===== config.mk =====
export PLATFORM = sky130hd
export DESIGN_NAME = lift_sched
export DESIGN_NICKNAME = d
export VERILOG_FILES = /design/src/rtl/lift_sched.sv
export SDC_FILE = /design/constraint.sdc
export NUM_CORES = 1
export LEC_CHECK = 0
export BUFFER_PORTS_ARGS = -buffer_cell sky130_fd_sc_hd__buf_2
export CAP_MARGIN = 20
export CORE_MARGIN = 2
export CORE_UTILIZATION = 60
export DETAILED_ROUTE_END_ITERATION = 8
export PLACE_DENSITY_LB_ADDON = 0.25
export SYNTH_ARGS = -nofsm -noshare
export SYNTH_HDL_FRONTEND = slang
export SYNTH_SLANG_ARGS = --single-unit

===== constraint.sdc =====
create_clock -name clk -period 3.7 [get_ports clk]
set_clock_uncertainty 0.15 [all_clocks]
set_input_delay 0.37 -clock clk [delete_from_list [all_inputs] [get_ports clk]]
set_output_delay 0.37 -clock clk [all_outputs]
set_load 0.1 [all_outputs]

===== src/rtl/lift_sched.sv =====
// Lift car scheduler: latches floor calls, SCAN floor selection,
// motor/door control from a prescaled tick, and debouncer strobe.
module lift_sched #(
    parameter int NFLOORS      = 4,
    parameter int TICK_DIV     = 1562500,
    parameter int TRAVEL_TICKS = 32,
    parameter int DOOR_TICKS   = 64,
    localparam int FLW = (NFLOORS > 1) ? $clog2(NFLOORS) : 1
) (
    input  logic               clk,
    input  logic               resetb,
    input  logic [NFLOORS-1:0] call_n,
    output logic               slowref,
    output logic [FLW-1:0]     cur_floor,
    output logic               motor_up,
    output logic               motor_dn,
    output logic               door_open,
    output logic [NFLOORS-1:0] req_pend,
    output logic               busy
);

    localparam int PW   = (TICK_DIV > 1) ? $clog2(TICK_DIV) : 1;
    localparam int TMAX = (TRAVEL_TICKS > DOOR_TICKS) ? TRAVEL_TICKS
                                                      : DOOR_TICKS;
    localparam int TW   = $clog2(TMAX + 1);

    localparam logic [PW-1:0]  PRE_LAST  = PW'(TICK_DIV - 1);
    localparam logic [TW-1:0]  TRV_LAST  = TW'(TRAVEL_TICKS - 1);
    localparam logic [TW-1:0]  DOOR_LAST = TW'(DOOR_TICKS - 1);
    localparam logic [FLW-1:0] TOP       = FLW'(NFLOORS - 1);
    localparam logic [FLW-1:0] BOTTOM    = '0;

    typedef enum logic [1:0] {
        IDLE,
        MOVE_UP,
        MOVE_DN,
        DOOR
    } state_t;

    state_t             state;
    state_t             state_nxt;
    logic [PW-1:0]      pre;
    logic [PW-1:0]      pre_nxt;
    logic [TW-1:0]      timer;
    logic [TW-1:0]      timer_nxt;
    logic [FLW-1:0]     floor_nxt;
    logic               dir_up;
    logic               dir_nxt;
    logic [NFLOORS-1:0] hist;
    logic [NFLOORS-1:0] fall;
    logic [NFLOORS-1:0] set_mask;
    logic [NFLOORS-1:0] clr_mask;
    logic               tick;
    logic               restart;
    logic               above;
    logic               below;

    assign tick    = (pre == PRE_LAST);
    assign fall    = hist & ~call_n;
    assign restart = (state == DOOR) && fall[cur_floor];

    // Free-running prescaler wraps after the tick count.
    always_comb begin
        pre_nxt = tick ? '0 : pre + 1'b1;
    end

    // A new call at the open door only restarts the door; no latch.
    always_comb begin
        set_mask = fall;
        if (restart) begin
            set_mask[cur_floor] = 1'b0;
        end
    end

    // Any pending request strictly above / below the car.
    always_comb begin
        above = 1'b0;
        below = 1'b0;
        for (int i = 0; i < NFLOORS; i++) begin
            if (req_pend[i]) begin
                if (i > int'(cur_floor)) above = 1'b1;
                if (i < int'(cur_floor)) below = 1'b1;
            end
        end
    end

    // SCAN next-state, travel/door timing and request clearing.
    always_comb begin
        state_nxt = state;
        timer_nxt = timer;
        floor_nxt = cur_floor;
        dir_nxt   = dir_up;
        clr_mask  = '0;
        unique case (state)
            IDLE: begin
                if (req_pend[cur_floor]) begin
                    state_nxt           = DOOR;
                    timer_nxt           = '0;
                    clr_mask[cur_floor] = 1'b1;
                end else if (above && (dir_up || !below)) begin
                    state_nxt = MOVE_UP;
                    dir_nxt   = 1'b1;
                    timer_nxt = '0;
                end else if (below) begin
                    state_nxt = MOVE_DN;
                    dir_nxt   = 1'b0;
                    timer_nxt = '0;
                end
            end
            MOVE_UP, MOVE_DN: begin
                if (tick) begin
                    if (timer == TRV_LAST) begin
                        timer_nxt = '0;
                        if (state == MOVE_UP) begin
                            if (cur_floor != TOP)
                                floor_nxt = cur_floor + 1'b1;
                        end else begin
                            if (cur_floor != BOTTOM)
                                floor_nxt = cur_floor - 1'b1;
                        end
                        if (req_pend[floor_nxt] || floor_nxt == TOP ||
                            floor_nxt == BOTTOM) begin
                            state_nxt           = DOOR;
                            clr_mask[floor_nxt] = 1'b1;
                        end
                    end else begin
                        timer_nxt = timer + 1'b1;
                    end
                end
            end
            DOOR: begin
                if (restart) begin
                    timer_nxt = '0;
                end else if (tick) begin
                    if (timer == DOOR_LAST) begin
                        state_nxt = IDLE;
                    end else begin
                        timer_nxt = timer + 1'b1;
                    end
                end
            end
            default: state_nxt = IDLE;
        endcase
    end

    // Timebase strobe, call edge history and request latch.
    always_ff @(posedge clk) begin
        if (!resetb) begin
            pre      <= '0;
            slowref  <= 1'b0;
            hist     <= '1;
            req_pend <= '0;
        end else begin
            pre      <= pre_nxt;
            slowref  <= (pre_nxt == PRE_LAST);
            hist     <= call_n;
            req_pend <= (req_pend | set_mask) & ~clr_mask;
        end
    end

    // State register and registered output decodes.
    always_ff @(posedge clk) begin
        if (!resetb) begin
            state     <= IDLE;
            timer     <= '0;
            cur_floor <= '0;
            dir_up    <= 1'b1;
            motor_up  <= 1'b0;
            motor_dn  <= 1'b0;
            door_open <= 1'b0;
            busy      <= 1'b0;
        end else begin
            state     <= state_nxt;
            timer     <= timer_nxt;
            cur_floor <= floor_nxt;
            dir_up    <= dir_nxt;
            motor_up  <= (state_nxt == MOVE_UP);
            motor_dn  <= (state_nxt == MOVE_DN);
            door_open <= (state_nxt == DOOR);
            busy      <= (state_nxt != IDLE);
        end
    end

endmodule


==> results.ini <==
[final_layout]
diodes = 0
post-route-util_pct = 65.82
design_area_um2 = 2826
drive_gt1_share_pct = 10.27
final_cells = 383
nets = 344
area_growth_syn_to_layout_pct = 6.406

[timing]
worst_pin_slew_ns = 0.7150
fmaxAchievable_mhz = 348.9
relSlewSlack_pct = 51.89
tns_ns = 0
hold_violations = 0
slew_violations = 0
period_minus_slack_ns = 2.866
setup_violations = 0
rsz0062_at_grt = no
finalCritPeriodShare_pct = 77.47

[clock_network]
clkSinkCount = 46
cts_max_path_buffers = 2
numCtsBuffers = 5
cts_tree = done
cts-root-buf = clkbuf_8
clock_latency_ns = 0.30
path_clk_slew_ns = 0.09
postCtsSetupRepairBufs = 0
ctsResizeCount = 0
ctsHoldBuffers = 0
htree_levels = 2

[synth]
synth_edf_count = 0
synth_ff_type = dfxtp_1
ys_ff_latch = 46
synth_area_um2 = 2656
synth.distinct_cells = 59
synth_seq_area_share_pct = 34.67
yosysWarnings = 0
synthArstFlopShare_pct = 0
synth_area_leader_cell = dfxtp_1
syn_inst = 318
synth.avg_cell_area_um2 = 8.353
synth_nets = 331
synth_top_area_share_pct = 34.67
synthTopCellsByArea = dfxtp_1, nor2_1, nand3_1

[worst_hold_path]
min_path_type = in2reg

[worst_setup_path]
crit_path_start_kind = flop
crit_fanout = 8
cp_top_family = simple AND/OR/NAND/NOR gates
crit_required_ns = 3.77
crit_arrival_ns = 2.94
cp-end-kind = flop
critPathSlowestCell = or4_1
cp_num_buf_inv = 0
slowest_delay_ns = 0.51
crit_chain = ha_1 -> nand4bb_1 -> or3_4 -> or2_1 -> a211o_1 -> or4_1 -> a21oi_1
worstSetupPathType = reg2reg

[floorplanning]
die_area_um2 = 4975
floorplan.initialDensity_pct = 61.86
design.core.area_um2 = 4294
ioPinCount = 17
die_h_um = 70.54
die_w_um = 70.54
rows = 24

[pwr]
power_uw = 1437
p_per_area_nw_per_um2 = 508.4
p_leak_uw = 0.001061
ir_drop_uv = 320.8

[placement]
dp_cells = 376
portBuffers = 16
hpwl_um = 4090
routabilityCongestion = 0.8882
place_area_um2 = 2746

[grt]
grt_max_degree = 24
grt_pass1_vias = 2131
grt_antenna_before_repair = 0
grt_usage_pct = 23.43
grt_pass1_wl_um = 9604
overflow = 0

[route]
num_vias = 2348
wl_per_cell_um = 14.81
drc = 0
viasPerCell = 6.131
dr.pass1.iters = 4
routed_wl_um = 5672
drtIter0Drc = 299
ant_nets = 0

[outcome]
outcome = finished, final reports clean

[run]
drv_cap = 0

==> sequential cells by signal (all words and copies together) (netlist names) <==
| register | cells |
|---|---|
| timer | 7 |
| motor_up | 1 |
| busy | 1 |
| cur_floor | 2 |
| door_open | 1 |
| pre | 21 |
| req_pend | 4 |
| slowref | 1 |
| state | 2 |
| hist | 4 |
| dir_up | 1 |
| motor_dn | 1 |
==> through the flow <==
step	setup WS [ns]	hold WS (ns)
5_1_grt	0.6195	0.1547
2_1_floorplan	0.7210	0.2912
3_3_place_gp	1.013	0.3067
4_1_cts	0.8461	0.1365
6_report	0.8336	0.1339
3_5_place_dp	0.8621	0.3242
==> path summary, 6_finish.rpt <==
kind                   end  depth (start not counted)      start  slack, ns
hold / removal     hist[1]                          2  call_n[1]       0.13
setup reg to reg  timer[4]                          7     pre[0]       0.83
setup / recovery  timer[4]                          7     pre[0]       0.83
hold reg to reg     pre[0]                          1     pre[0]       0.34
==> per-layer routing <==
layer / track usage, % / part of all wire (%) / vias up
li1: - / - / 1188
met1: 33.60 / 49 / 1094
met2: 36.16 / 45 / 57
met3: 3.276 / 4.3 / 9
met4: 8.805 / 1.4 / 0
met5: 0 / 0 / -
==> cell usage in the layout, fill, tap and decap left out, types with 3 or more instances in the layout <==
cell	Yosys	final
nand2_1	25	25
clkbuf_8	0	5
nor2_1	35	35
and2_1	6	6
nor2b_1	5	5
xor2_1	10	10
nand3_1	20	20
or2_2	3	3
xnor2_1	8	8
nor4_1	4	4
o311a_1	4	4
and4_1	4	4
and3_1	5	5
o21a_1	4	4
inv_1	10	10
o22ai_1	6	6
a21oi_1	18	18
nand4_1	6	6
buf_2	4	16
o21ai_0	15	15
ha_1	7	7
or3_1	3	3
nand2b_1	7	7
a31oi_1	5	5
dfxtp_1	46	46
nand3b_1	3	3
nor3b_1	4	4
mux2i_1	5	5
==> area by class of cell <==
class	count	area, um2
inverters	11	41.29
multi-input cells	250	1632
clock inverters	1	7.507
well taps	52	65.06
clock buffers	6	72.57
fillers	360	1468
repair buffers	17	87.58
flip-flops and latches	46	920.9
==> cells by family after synthesis <==
family	after synthesis	synth area share [%]
flops	46	34.67
simple gates	148	31.89
fa+ha+maj	7	3.297
xor+xnor	18	5.935
mux	6	2.732
buf+inv	22	3.909
compound gates	71	17.57
==> power by group <==
group / internal, uW / total (uW) / switching (uW) / leakage, uW
logic: 175 / 574 / 399 / 0.000649
registers: 537 / 569 / 32.1 / 0.000375
clock network: 130 / 294 / 164 / 0.0000373
total: 841 / 1440 / 595 / 0.00106
==> Yosys cell counts, types with 6 or more instances <==
cell	n
o22ai_1	6
and2_1	6
dfxtp_1	46
nand2_1	25
a21oi_1	18
ha_1	7
o21ai_0	15
nand3_1	20
xnor2_1	8
nand2b_1	7
xor2_1	10
nand4_1	6
nor2_1	35
inv_1	10
Note: power is estimated with default switching activity, not from simulation.
